## src/rtl/id_ex_decouple_queue_pkg.sv

```systemverilog
// Shared types and parameters for the ID->EX decoupling queue.
package id_ex_decouple_queue_pkg;

    // Default number of decoded instructions buffered between ID and EX.
    localparam int ID_EX_QUEUE_DEPTH = 4;

    // Occupancy type sized to hold 0..ID_EX_QUEUE_DEPTH inclusive.
    typedef logic [$clog2(ID_EX_QUEUE_DEPTH+1)-1:0] id_ex_queue_count_t;

    // Decoded-instruction payload handed from ID to EX; the queue treats it as opaque bits.
    typedef struct packed {
        logic        valid;
        logic        exception_valid;
        logic [4:0]  exception_code;
        logic [31:0] pc;
        logic [31:0] inst;
        logic [4:0]  dest;
        logic [31:0] src1;
        logic [31:0] src2;
    } id_to_ex_bus_t;

    // Pointer width for a ring of 'depth' slots; a single slot still needs one bit.
    function automatic int ptr_width(input int depth);
        return (depth > 1) ? $clog2(depth) : 1;
    endfunction

endpackage

```

## src/rtl/id_ex_decouple_queue_pointer.sv

```systemverilog
// Ring-buffer index with explicit wrap at DEPTH-1, so non-power-of-two depths work.
module queue_pointer #(
    parameter int WIDTH = 2,
    parameter int DEPTH = 4
) (
    input  logic             clock,
    input  logic             reset_n,
    input  logic             clear,
    input  logic             advance,
    output logic [WIDTH-1:0] ptr
);

    localparam logic [WIDTH-1:0] LAST = WIDTH'(DEPTH - 1);

    logic [WIDTH-1:0] r_ptr;

    // Step the index on advance; reset and clear both return it to slot 0.
    // NOTE: sequential state uses non-blocking (<=) so every register samples pre-edge values.
    always_ff @(posedge clock) begin
        if (!reset_n || clear) begin
            r_ptr <= '0;
        end else if (advance) begin
            r_ptr <= (r_ptr == LAST) ? '0 : r_ptr + WIDTH'(1);
        end
    end

    assign ptr = r_ptr;

endmodule

```

## src/rtl/id_ex_decouple_queue.sv

```systemverilog
// ID->EX decoupling FIFO: decode keeps issuing while execute stalls; flushed on exception/ERET.
module id_ex_decouple_queue
    import id_ex_decouple_queue_pkg::*;
#(
    parameter int DEPTH       = ID_EX_QUEUE_DEPTH,
    parameter int DATA_WIDTH  = $bits(id_to_ex_bus_t),
    parameter int COUNT_WIDTH = $clog2(DEPTH + 1)
) (
    input  logic                   clock,
    input  logic                   reset_n,
    input  logic                   flush,
    input  logic                   in_valid,
    output logic                   in_ready,
    input  logic [DATA_WIDTH-1:0]  in_data,
    output logic                   out_valid,
    input  logic                   out_ready,
    output logic [DATA_WIDTH-1:0]  out_data,
    output logic [COUNT_WIDTH-1:0] occupancy
);

    localparam int                     PTR_WIDTH = ptr_width(DEPTH);
    localparam logic [COUNT_WIDTH-1:0] FULL      = COUNT_WIDTH'(DEPTH);

    logic [DATA_WIDTH-1:0]  r_mem [DEPTH];
    logic [COUNT_WIDTH-1:0] r_count;
    logic [COUNT_WIDTH-1:0] w_count_next;
    logic [PTR_WIDTH-1:0]   w_head;
    logic [PTR_WIDTH-1:0]   w_tail;
    logic                   w_push;
    logic                   w_pop;

    // Handshake flags come from the registered count only: no out_ready -> in_ready path,
    // so a pop while full cannot admit a push in the same cycle.
    assign in_ready  = (r_count != FULL);
    assign out_valid = (r_count != '0);
    assign w_push    = in_valid && in_ready;
    assign w_pop     = out_valid && out_ready;
    assign out_data  = r_mem[w_head];
    assign occupancy = r_count;

    queue_pointer #(.WIDTH(PTR_WIDTH), .DEPTH(DEPTH)) u_head_ptr (
        .clock   (clock),
        .reset_n (reset_n),
        .clear   (flush),
        .advance (w_pop),
        .ptr     (w_head)
    );

    queue_pointer #(.WIDTH(PTR_WIDTH), .DEPTH(DEPTH)) u_tail_ptr (
        .clock   (clock),
        .reset_n (reset_n),
        .clear   (flush),
        .advance (w_push),
        .ptr     (w_tail)
    );

    // Next occupancy: +1 on push, -1 on pop, unchanged when both or neither happen.
    // NOTE: assign a default before any branch so always_comb never infers a latch.
    always_comb begin
        w_count_next = r_count;
        unique case ({w_push, w_pop})
            2'b10:   w_count_next = r_count + COUNT_WIDTH'(1);
            2'b01:   w_count_next = r_count - COUNT_WIDTH'(1);
            default: w_count_next = r_count;
        endcase
    end

    // Occupancy register; reset and flush empty the queue and override any traffic.
    always_ff @(posedge clock) begin
        if (!reset_n || flush) begin
            r_count <= '0;
        end else begin
            r_count <= w_count_next;
        end
    end

    // Payload storage, written at the tail on every accepted push.
    // NOTE: storage has no reset; out_valid gates its contents, so stale slots are never observed.
    always_ff @(posedge clock) begin
        if (w_push) begin
            r_mem[w_tail] <= in_data;
        end
    end

endmodule
```

## config.mk

```make
export PLATFORM = sky130hd
export DESIGN_NAME = id_ex_decouple_queue
export DESIGN_NICKNAME = d
export VERILOG_FILES = /design/src/rtl/id_ex_decouple_queue_pkg.sv /design/src/rtl/id_ex_decouple_queue_pointer.sv /design/src/rtl/id_ex_decouple_queue.sv
export SDC_FILE = /design/constraint.sdc
export NUM_CORES = 1
export LEC_CHECK = 0
export BUFFER_PORTS_ARGS = -buffer_cell sky130_fd_sc_hd__clkbuf_2
export CAP_MARGIN = 20
export CORE_MARGIN = 2
export CORE_UTILIZATION = 60
export CTS_BUF_LIST = sky130_fd_sc_hd__clkbuf_2 sky130_fd_sc_hd__clkbuf_4 sky130_fd_sc_hd__clkbuf_8
export DETAILED_ROUTE_END_ITERATION = 12
export PLACE_DENSITY = 0.8
export SLEW_MARGIN = 15
export SYNTH_ARGS = -nofsm -noshare
export SYNTH_HDL_FRONTEND = slang
export SYNTH_SLANG_ARGS = --single-unit
```

## constraint.sdc

```tcl
create_clock -name clock -period 8.7 [get_ports clock]
set_clock_uncertainty 0.2 [all_clocks]
set_input_delay 0 -clock clock [delete_from_list [all_inputs] [get_ports clock]]
set_output_delay 0 -clock clock [all_outputs]
set_load 0.03 [all_outputs]
```

==> flow_summary.yaml, run 1 <==
layout:
  final.fill_count: 1650
  drive_gt1_share_pct: 38.5
  fin_nets: 1580
  multiInputGateArea_um2: 3450
  regArea_um2: 17000
  syn2layout_area_growth_pct: 30.9
yosys:
  ys.flop_type: "edfxtp_1"
  synth-edff-count: 560
  ys_seq_area_share_pct: 82.2
  syn_nets: 938
  yosysWarnings: 0
  netlist_area_um2: 20700
  synth_area_leaders: "edfxtp_1 (81%), mux4_2 (15%), dfxtp_1 (0.87%)"
  syn_avg_cell_area_um2: 26.3
  yosysMostFrequentCell: "edfxtp_1"
  synth_seq_cells: 569
  synth_cells: 786
  synthDistinctLibCells: 22
  async_flop_share_pct: 0
  synth_common_cells: "edfxtp_1 (560), mux4_2 (140), buf_2 (16)"
  post-synth-top-area-fraction_pct: 81.3
  synth_top_area_cell: "edfxtp_1"
timing:
  post-route-period-util_pct: 44.6
  drv_slew: 0
  tightest_slew_ns: 1.10
  hold_ws_ns: 0.0730
  hold_viol_final: 0
  fmax_mhz: 257
  slew_headroom_pct: 27.0
  rsz0062_at_grt: "no"
  tns_ns: 0
  finalSetupViolCount: 0
  layout_min_cycle_time_ns: 3.88
grt:
  grt_pass1_wl_um: 68100
  track_usage_pct: 25.7
  grt_pass1_vias: 11600
  overflow: 0
  grt_max_degree: 72
  antenna_found_initial: 8
drt:
  drt-total-wl_um: 45300
  wl_per_cell_um: 23.3
  ant_nets: 0
  viasPerCell: 5.63
  dr.pass1.iters: 5
  route.detailed.drc: 0
  first_iter_violations: 960
  num_vias: 11000
critical_path:
  crit_required_ns: 8.50
  cp.arrival_ns: 3.68
  crit_fanout: 44
  critPathSlowestCell: "buf_4"
  critPathMaxStageDelay_ns: 0.83
  r2r-start: "occupancy[0]"
  endpoint_kind: "output port"
  crit_path_cell_trace: "buf_4, buf_4, mux4_2, clkbuf_2"
  critPathKind: "flop to output port"
  cp_common_cell: "buf_4"
  critPathLaunchType: "flop"
power_and_ir_drop:
  p_int_uw: 4360
  p_sw_uw: 1250
  clkPwrFrac_pct: 36.3
  p_sw_share_pct: 22.3
  powerDensity_nw_per_um2: 207
  pwr-share-comb_pct: 8.3
  p_leak_uw: 0.00936
  p_seq_share_pct: 55.4
  ir_worst_vdd_uv: 186
place:
  hpwl_um: 24300
  port-buffer-count: 289
  place.gp.congestion: 0.770
clock_network:
  clk_pin_slew_ns: 0.06
  clock_latency_ns: 0.61
  cts_setup_buffers: 0
  cts_sinks: 569
  cts_resized: 0
  clockRootBuffer: "clkbuf_8"
  ctsLongestPathBuffers: 3
  cts_tree: "built"
  htreeDepth: 3
  cts_buffers: 86
job:
  maxCapViolations: 0
status:
  status: "complete, no violations"
min_path:
  hp-start: "in_data[109]"
  hp-class: "input port to flop"
floorplan:
  num_rows: 67
  start_util_pct: 61.3
  core-area_um2: 33700
  die_x_um: 190
  die_y_um: 190
  pin_count: 290
  die-area_um2: 36000
repair_timing:
item	CTS	global route
hold buffers	286	0
setup endpoints to repair	0	0
endpoints found under the hold margin	659	0
power by group through the flow:
stage	registers, µW	clock network [µW]	logic [µW]
after detailed placement	3160	0	350
final	3110	2040	463
after global routing	3110	2190	488
after CTS	3110	2060	455
after floorplan	3170	0	213
after global placement	3160	0	342
cells by family (layout without fill, tap and decap cells):
group,count (synthesis),count (layout),synth area share [%]
flops,569,569,82.2
mux,142,142,15.3
buf+inv,39,744,1.20
simple gates,21,21,0.533
fa+ha+maj,7,7,0.460
compound gates,6,6,0.157
xor+xnor,2,2,0.0847
other cells,0,8,0
metrics by stage:
step	power (µW)	area [µm²]	std cells	utilization (%)	setup WS (ns)
after floorplan	3380	20700	786	-	3.53
after global placement	3500	22600	1501	67.0	5.39
after detailed placement	3510	22600	1501	67.0	5.33
after CTS	5620	27000	1938	80.1	4.67
after global routing	5790	27100	1945	80.3	4.46
final	5610	27100	1947	80.3	4.82
cell type report:
type / instances / area share, %
Sequential cell: 569 / 62.8
Timing Repair Buffer: 587 / 16.3
Multi-Input combinational cell: 178 / 12.7
Clock buffer: 118 / 5.31
Tap cell: 448 / 2.07
Clock inverter: 33 / 0.541
Inverter: 6 / 0.0832
Antenna cell: 8 / 0.0740
worst paths after layout:
path	to	slack, ns	cells after the start
worst max-delay path	out_data[71]	4.82	4
worst max register to register	r_mem[1][68]	5.47	3
worst min register to register	u_tail_ptr.ptr[1]	0.32	2
worst min-delay path	r_mem[3][109]	0.07	2
critical path, delay by kind of cell (launching register included):
family | cells | cell delay (ns)
buffers and inverters | 3 | 1.79
muxes | 1 | 0.66
DFF | 1 | 0.55
per-layer routing:
metal / vias up / GRT usage [%] / part of all wire [%]
met1: 5624 / 33.5 / 38
met2: 521 / 42.3 / 50
met5: - / 0 / 0.055
met3: 94 / 7.69 / 9.5
met4: 4 / 8.86 / 2.7
li1: 4712 / - / -
registers in the layout, indices dropped and copies added, names as in the netlist, named ones only:
| register | flops |
|---|---|
| occupancy | 3 |
| r_mem | 560 |
| u_head_ptr.ptr | 2 |
| u_tail_ptr.ptr | 2 |
cells in the final DEF (no fill, tap or decap), types with 7 or more instances in the layout:
| cell | n |
|---|---|
| dfxtp_1 | 7 |
| dlygate4sd3_1 | 286 |
| clkbuf_2 | 289 |
| edfxtp_1 | 560 |
| clkbuf_4 | 30 |
| diode_2 | 8 |
| buf_4 | 11 |
| clkbuf_8 | 88 |
| mux4_2 | 140 |
| clkinv_1 | 24 |
Note: power is estimated with default switching activity, not from simulation.
==> run 2: changes to the inputs <==
CORE_UTILIZATION = 59   (was 60)
PLACE_DENSITY = 0.79   (was 0.8)
clock period = 3.6 ns   (was 8.7 ns; I/O delays follow)
==> run 2 against run 1 <==
Critical path depth is 5 higher. Highest routed layer unchanged. Total power is 140% higher. Utilization is 1.3 points lower. Clock power grew to 2.5 times the previous value. Via count is 1.1% lower. Register-to-register slack worse by 5.1 ns.
==> flow_summary.yaml, run 2 (same netlist as run 1, synthesis figures left out) <==
grt:
  track_usage_pct: 25.4
  grt_pass1_wl_um: 68100
  overflow: 0
  grt_max_degree: 74
  grt_pass1_vias: 11800
  antenna_found_initial: 1
drt:
  route.detailed.drc: 0
  dr.pass1.iters: 4
  first_iter_violations: 714
  viasPerCell: 5.56
  drt-total-wl_um: 45000
  wl_per_cell_um: 23.1
  ant_nets: 0
  num_vias: 10800
floorplan:
  start_util_pct: 59.8
  core-area_um2: 34500
  die_y_um: 191
  die_x_um: 191
  die-area_um2: 36600
  pin_count: 290
  num_rows: 68
timing:
  post-route-period-util_pct: 89.9
  finalSetupViolCount: 0
  slew_headroom_pct: 56.7
  tightest_slew_ns: 0.643
  rsz0062_at_grt: "no"
  drv_slew: 0
  fmax_mhz: 309
  layout_min_cycle_time_ns: 3.23
  hold_viol_final: 0
  tns_ns: 0
  hold_ws_ns: 0.153
  setup_slack_ns: 0.365
layout:
  mostFrequentLayoutCells: "edfxtp_1 (560), dlygate4sd3_1 (289), clkbuf_2 (289)"
  final_cell_area_um2: 27300
  largest_reg_flops: 560
  drive_gt1_share_pct: 38.7
  multiInputGateArea_um2: 3450
  syn2layout_area_growth_pct: 32.0
  regArea_um2: 17000
  final-instance-count-excl-fill: 1950
  fin_nets: 1589
  regMostFlops: "r_mem"
  final.fill_count: 1716
  layout_commonest_cell: "edfxtp_1"
critical_path:
  critPathMaxStageDelay_ns: 0.55
  critPathLaunchType: "flop"
  cp.arrival_ns: 3.59
  crit_path_cell_trace: "or3b_1, nand2_1, ha_1, inv_1, fa_1, xor2_1, or3_1, a21oi_1, dlygate4sd3_1"
  critPathSlowestCell: "dlygate4sd3_1"
  critPathKind: "flop to flop"
  crit_fanout: 6
  endpoint_kind: "flop"
  crit_required_ns: 3.96
power_and_ir_drop:
  pwr-share-comb_pct: 8.2
  p_int_uw: 10700
  p_seq_share_pct: 54.7
  clkPwrFrac_pct: 37.1
  p_sw_uw: 3030
  p_leak_uw: 0.00946
  ir_worst_vdd_uv: 520
  powerDensity_nw_per_um2: 503
  p_sw_share_pct: 22.1
min_path:
  hp-class: "input port to flop"
clock_network:
  clk_pin_slew_ns: 0.07
  clock_latency_ns: 0.61
  clockRootBuffer: "clkbuf_8"
  ctsLongestPathBuffers: 3
  htreeDepth: 3
  cts_resized: 0
  cts_sinks: 569
  cts_tree: "built"
  cts_buffers: 88
place:
  port-buffer-count: 289
  dp.cells: 1513
  hpwl_um: 22300
  preCtsSetupSlack_ns: 1.03
  place_area_um2: 22800
  place.gp.congestion: 0.786
job:
  maxCapViolations: 0
status:
  status: "complete, no violations"
[run 2: path summary, 6_finish.rpt]
| check | from | to | slack [ns] | cells after the start |
|---|---|---|---|---|
| setup / recovery | occupancy[2] | occupancy[2] | 0.37 | 9 |
| hold / removal | flush | u_tail_ptr.ptr[0] | 0.15 | 5 |
| setup reg to reg | occupancy[2] | occupancy[2] | 0.37 | 9 |
| hold reg to reg | u_head_ptr.ptr[0] | flop | 0.31 | 2 |
[run 2: power by group through the flow]
| stage | sequential (µW) | clock [µW] | combinational [µW] |
|---|---|---|---|
| 2_1_floorplan | 7640 | 0 | 514 |
| 3_3_place_gp | 7630 | 0 | 834 |
| 3_5_place_dp | 7650 | 0 | 850 |
| 4_1_cts | 7510 | 5150 | 1100 |
| 5_1_grt | 7520 | 5480 | 1180 |
| 6_report | 7510 | 5100 | 1120 |
[run 2: layout make-up]
cell class                      instances  share of cell area [%]
Multi-Input combinational cell        178                    12.6
Clock buffer                          117                    5.33
Sequential cell                       569                    62.3
Inverter                                6                  0.0825
Antenna cell                            1                 0.00917
Clock inverter                         30                   0.665
Tap cell                              455                    2.09
Timing Repair Buffer                  594                    16.9
[run 2: per-layer routing]
metal	vias up	part of all wire [%]	wire [µm]	track usage (%)
met5	-	0.029	13	0
met4	2	2.7	1220	9.67
met3	76	8.0	3610	6.77
met2	460	52	23300	42.3
met1	5586	37	16800	32.5
li1	4709	-	-	-
[run 2: worst max-delay path, delay by kind of cell, from the launching register on]
family,cells,cell delay (ns)
and+or+nand+nor,3,0.99
buffers and inverters,2,0.63
adders and majority gates,2,0.61
DFF,1,0.42
xor gates and xnor gates,1,0.17
AOI/OAI and AO/OA,1,0.15
[run 2: what timing repair did]
action / in CTS / in global routing
setup buffers: 0 / 0
endpoints found under the hold margin: 1129 / 0
hold buffers: 289 / 0
[run 2: stage by stage]
| stage | power, µW | util (%) |
|---|---|---|
| after floorplan | 8150 | - |
| after global placement | 8470 | 65.9 |
| after detailed placement | 8500 | 65.9 |
| after CTS | 13800 | 79.0 |
| after global routing | 14200 | 79.0 |
| final | 13700 | 79.0 |
